`src/rtl/uart_pkg.sv`:
```
// uart_pkg: FSM state encoding and status-word bit positions shared by the UART ports.
package uart_pkg;
  typedef enum logic [1:0] {
    IDLE  = 2'd0,
    START = 2'd1,
    DATA  = 2'd2,
    STOP  = 2'd3
  } uartState_t;
  localparam int BUSY_BIT = 0;
  localparam int OVR_BIT  = 1;
endpackage

```
`src/rtl/uart_baud_cnt.sv`:
```
// uart_baud_cnt: bit-period counter, wraps after CLKS_PER_BIT cycles and restarts on clear.
module uart_baud_cnt #(
  parameter int CLKS_PER_BIT = 217
) (
  input  logic clk,
  input  logic reset,
  input  logic clear,
  output logic bitDone
);
  localparam int W = $clog2(CLKS_PER_BIT);
  localparam logic [W-1:0] LAST = W'(CLKS_PER_BIT - 1);
  logic [W-1:0] count;
  assign bitDone = count == LAST;
  always_ff @(posedge clk) begin
    if (reset || clear || bitDone) count <= '0;
    else count <= count + 1'b1;
  end
endmodule

```
`src/rtl/uart_tx_port.sv`:
```
// uart_tx_port: 8N1 transmitter for the UART_TX I/O slot, status {overrun, busy} on out.
module uart_tx_port
  import uart_pkg::*;
#(
  parameter int CLKS_PER_BIT = 217
) (
  input  logic        clk,
  input  logic        reset,
  input  logic        load,
  input  logic [15:0] in,
  output logic [15:0] out,
  output logic        tx
);
  uartState_t state, nextState;
  logic [7:0] shift, nextShift;
  logic [2:0] bitIdx, nextIdx;
  logic       overrun, nextOvr, busy, txNext, bitDone;
  logic       unusedHigh;
  assign unusedHigh = ^in[15:8];
  // Counter restarts whenever the FSM moves, so every state lasts a full bit period.
  uart_baud_cnt #(.CLKS_PER_BIT(CLKS_PER_BIT)) baudCnt (
    .clk(clk),
    .reset(reset),
    .clear(nextState != state),
    .bitDone(bitDone)
  );
  always_comb begin
    nextState = state;
    nextShift = shift;
    nextIdx   = bitIdx;
    nextOvr   = overrun;
    unique case (state)
      IDLE: if (load) begin
        nextShift = in[7:0];
        nextOvr   = 1'b0;
        nextState = START;
      end
      START: if (bitDone) begin
        nextState = DATA;
        nextIdx   = 3'd0;
      end
      DATA: if (bitDone) begin
        nextShift = shift >> 1;
        nextIdx   = bitIdx + 3'd1;
        nextState = bitIdx == 3'd7 ? STOP : DATA;
      end
      STOP: if (bitDone) nextState = IDLE;
    endcase
    if (state != IDLE && load) nextOvr = 1'b1;
    txNext = nextState == START ? 1'b0 : nextState == DATA ? nextShift[0] : 1'b1;
  end
  always_ff @(posedge clk) begin
    if (reset) begin
      state   <= IDLE;
      shift   <= '0;
      bitIdx  <= '0;
      overrun <= 1'b0;
      busy    <= 1'b0;
      tx      <= 1'b1;
    end else begin
      state   <= nextState;
      shift   <= nextShift;
      bitIdx  <= nextIdx;
      overrun <= nextOvr;
      busy    <= nextState != IDLE;
      tx      <= txNext;
    end
  end
  always_comb begin
    out           = '0;
    out[BUSY_BIT] = busy;
    out[OVR_BIT]  = overrun;
  end
endmodule

```
`config.mk`:
```
export PLATFORM = sky130hd
export DESIGN_NAME = uart_tx_port
export DESIGN_NICKNAME = d
export VERILOG_FILES = /design/src/rtl/uart_pkg.sv /design/src/rtl/uart_baud_cnt.sv /design/src/rtl/uart_tx_port.sv
export SDC_FILE = /design/constraint.sdc
export NUM_CORES = 1
export LEC_CHECK = 0
export CAP_MARGIN = 30
export CELL_PAD_IN_SITES_DETAIL_PLACEMENT = 0
export CELL_PAD_IN_SITES_GLOBAL_PLACEMENT = 1
export CORE_ASPECT_RATIO = 1.1
export CORE_MARGIN = 5
export CORE_UTILIZATION = 31
export CTS_CLUSTER_DIAMETER = 30
export DETAILED_ROUTE_END_ITERATION = 7
export GPL_TIMING_DRIVEN = 0
export PLACE_DENSITY_LB_ADDON = 0.3
export SLEW_MARGIN = 20
export SYNTH_ARGS = -nofsm -noshare
export SYNTH_HDL_FRONTEND = slang
export SYNTH_SLANG_ARGS = --single-unit
```
`constraint.sdc`:
```
create_clock -name clk -period 1.9 [get_ports clk]
set_clock_uncertainty 0.2 [all_clocks]
set_input_delay 0.285 -clock clk [delete_from_list [all_inputs] [get_ports clk]]
set_output_delay 0.285 -clock clk [all_outputs]
set_load 0.05 [all_outputs]
```
==> impl_summary.log <==
INFO  metric register_clock_pin_slew_on_the_reported_worst_setup_and_hold_paths = 0.08 ns
INFO  metric port-buffer-count = 12
INFO  metric numCtsBuffers = 3
INFO  metric synth_enable_flop_cells = 0
INFO  metric initial_utilization = between 30% and 40%
INFO  metric post_route_cells_drive_above_1_share = 23.6%
INFO  metric startpoint = baudCnt.count[0]
INFO  metric pin_count_of_the_biggest_net_entering_global_routing = 14
INFO  metric cts-hold-fix-buffers = 0
INFO  metric placementRows = 24
INFO  metric htree_num_levels = 1
INFO  metric yosysTopAreaCell = sky130_fd_sc_hd__dfxtp_1
INFO  metric crit_path_max_fanout = 9
INFO  metric p_switching = around 0.30 mW
INFO  metric cpPeakStageDelay = approximately 0.33 ns
INFO  metric grt_util_all_layers = just over 10%
INFO  metric synth_common_cells = sky130_fd_sc_hd__dfxtp_1 (24), sky130_fd_sc_hd__buf_4 (17), sky130_fd_sc_hd__nor2_1 (14)
INFO  metric numClockSinks = 24
INFO  metric post-synth-top-area-fraction = 37.9%
INFO  metric critical_path.most_common_cell = sky130_fd_sc_hd__a31o_2
INFO  metric worstPathArrival = 1.80 ns
INFO  metric critical_path.slowest_cell = sky130_fd_sc_hd__dfxtp_2
INFO  metric setup_viol_count_final = 0
INFO  metric postLayoutSetupSlackWorst = 0.0685 ns
INFO  metric ios = 36
INFO  metric timing_worst_slew_pin_value = 0.503 ns
INFO  metric ff_latch_area = 483 um2
INFO  metric dp_slack = -0.363 ns
INFO  metric ys_dominant_reg_cell = sky130_fd_sc_hd__dfxtp_1
INFO  metric p_clk_share = 31.7%
INFO  metric drt-wirelength-per-cell = between 10 and 15 um
INFO  metric period_share = 96.4%
INFO  metric async_reset_ff_share = 0%
INFO  metric worst_setup_path_start_kind = flop
INFO  metric fin_hold_ws = 0.178 ns
INFO  metric synthesized_netlist_cell_count = 143
INFO  metric cp-end-kind = flop
INFO  metric coreArea = around 4000 um2
INFO  metric die_h = 77.0 um
INFO  metric max_cap_violations = 0
INFO  metric r2r-start = baudCnt.count[0]
INFO  metric yosys-top-cells-area = sky130_fd_sc_hd__dfxtp_1 (38%), sky130_fd_sc_hd__buf_4 (10%), sky130_fd_sc_hd__a21oi_1 (4.3%), sky130_fd_sc_hd__nor2_1 (4.2%), sky130_fd_sc_hd__ha_1 (4.0%)
INFO  metric min-delay-path-class = in2reg
INFO  metric drt-initial-drc-count = 51
INFO  metric path_class = reg2reg
INFO  metric grt_pass1_wl = 4530 um
INFO  metric drt.antenna.violating_nets = 0
INFO  metric power-per-cell-area = 669 nW/um2
INFO  metric irDropWorstVdd = between 0.3 and 0.4 mV
INFO  metric synthToLayoutAreaGrowth = 28.6%
INFO  metric grt_antenna_before_repair = 0
INFO  metric grt_overflow_total = 0
INFO  metric p_leak = 0.675 nW
INFO  metric yosys_register_bits = 24
INFO  metric clock-root-buffer = sky130_fd_sc_hd__clkbuf_8
INFO  metric syn-mean-instance-area = 8.85 um2
INFO  metric slew_headroom = 66.4%
INFO  metric route.vias.total = approximately 1100
INFO  metric fillCellCount = 403
INFO  metric final_nets = 202
INFO  metric switching_share = 27.6%
INFO  metric die_width = 70.9 um
INFO  metric critical_path.cell_chain = inv_1 -> ha_1 -> and4_1 -> buf_6 -> a31o_2 -> a31o_2 -> a31o_1
INFO  metric result_of_the_run = complete, no violations
INFO  metric count_of_unique_library_cells_instantiated_by_yosys = 42
INFO  metric report.final.slew_viol_count = 0
INFO  metric viasPerCell = 4.72
INFO  metric fmax = 0.546 GHz
INFO  metric clk_latency = approximately 0.26 ns
INFO  metric firstDrtPassIters = 4
INFO  metric hold_viol = 0
INFO  metric grt_pass1_vias = 1027
INFO  metric total_power = 1.09 mW
INFO  metric period_needed = about 1.8 ns
INFO  metric drc = 0
INFO  metric min-delay-start = reset
INFO  metric final_area = 1630 um2
INFO  metric yosys.cell_count.top_type = sky130_fd_sc_hd__dfxtp_1
INFO  metric diodes = 0
INFO  metric register_area_share_after_synthesis = 37.9%
INFO  metric ys.warnings.count = 0
INFO  metric place_congestion = slightly below 0.8
INFO  metric detailedPlacementHpwl = 1970 um
INFO  metric post_synthesis_instance_area = 1270 um2
INFO  metric p_comb_share = roughly a fifth
INFO  metric cts_max_path_buffers = 2
INFO  metric drt_wl_total = 2720 um
INFO  metric critPathRequiredTime = about 1.9 ns
INFO  metric part_of_the_power_in_registers = 49.0%
INFO  metric total_die_area = roughly 5500 um2
INFO  metric multi_input_area = 692 um2
INFO  metric internal_power = slightly below 0.8 mW
INFO  metric cts_tree = done
INFO  metric dpl-instance-area = 1500 um2
==> final cells by class <==
| class | instances | area share (%) |
|---|---|---|
| tap | 52 | 4.00 |
| sequential | 24 | 29.7 |
| inverter | 4 | 0.922 |
| buffer | 22 | 9.38 |
| clock buffer | 4 | 3.38 |
| timing repair buffer | 18 | 10.1 |
| multi-input combinational | 106 | 42.5 |
==> final timing paths <==
check / end / slack [ns] / cells after the start
max: tx / 0.07 / 7
min: shift[3] / 0.18 / 2
max reg2reg: tx / 0.07 / 7
min reg2reg: shift[3] / 0.26 / 2
==> per-layer routing <==
| metal | global-route usage [%] | wire, um |
|---|---|---|
| met4 | 5.45 | 51 |
| met3 | 3.40 | 192 |
| met2 | 16.4 | 1360 |
| met5 | 0 | 0 |
| met1 | 11.8 | 1120 |
==> power by group through the flow <==
stage	Sequential, mW	Clock, mW	Combinational, mW
finish	0.534	0.345	0.210
global route	0.536	0.375	0.227
CTS	0.534	0.352	0.201
detailed placement	0.546	0	0.196
global placement	0.545	0	0.194
floorplan	0.548	0	0.150
==> placed cells by master (no fill, tap or decap), types with 3 or more instances in the layout <==
| cell | instances |
|---|---|
| sky130_fd_sc_hd__a21oi_1 | 11 |
| sky130_fd_sc_hd__a22oi_1 | 6 |
| sky130_fd_sc_hd__buf_4 | 22 |
| sky130_fd_sc_hd__clkbuf_8 | 4 |
| sky130_fd_sc_hd__clkdlybuf4s50_1 | 9 |
| sky130_fd_sc_hd__conb_1 | 14 |
| sky130_fd_sc_hd__dfxtp_1 | 22 |
| sky130_fd_sc_hd__ha_1 | 4 |
| sky130_fd_sc_hd__inv_1 | 4 |
| sky130_fd_sc_hd__nand2_1 | 13 |
| sky130_fd_sc_hd__nand3_1 | 3 |
| sky130_fd_sc_hd__nor2_1 | 14 |
| sky130_fd_sc_hd__xnor2_1 | 4 |
| sky130_fd_sc_hd__xor2_1 | 3 |
==> critical path: cells and delay by family, from the launching register on <==
family	cells	cell delay, ns
compound gates	3	0.67
fa+ha+maj	1	0.20
buf+inv	2	0.18
flops	1	0.33
simple gates	1	0.16
==> per-stage QoR <==
step           instances  setup TNS, ns  utilization (%)
6_report             230              0             41.1
2_1_floorplan        156              0                -
3_5_place_dp         220          -4.89             37.8
5_1_grt              230        -0.0114             41.1
3_3_place_gp         220          -4.30             37.8
4_1_cts              225              0             39.8
==> state kept, by name, indices dropped and copies added (netlist names) <==
name           flops
bitIdx             3
tx                 1
state              2
baudCnt.count      8
overrun            1
shift              8
busy               1
==> kinds of logic after synthesis <==
family | after synthesis | share of synthesized area (%)
other cells | 1 | 0.296
flops | 24 | 37.9
compound gates | 33 | 18.1
buf+inv | 26 | 12.9
xor+xnor | 7 | 4.84
fa+ha+maj | 4 | 3.95
simple gates | 47 | 21.1
mux | 1 | 0.791
==> what timing repair did <==
action / in CTS / in global routing
gates resized for setup: 6 / 4
endpoints found under the setup margin: 17 / 14
pin swaps: 0 / 3
setup buffers: 1 / 5
cloned: 0 / 0
Note: power is estimated with default switching activity, not from simulation.
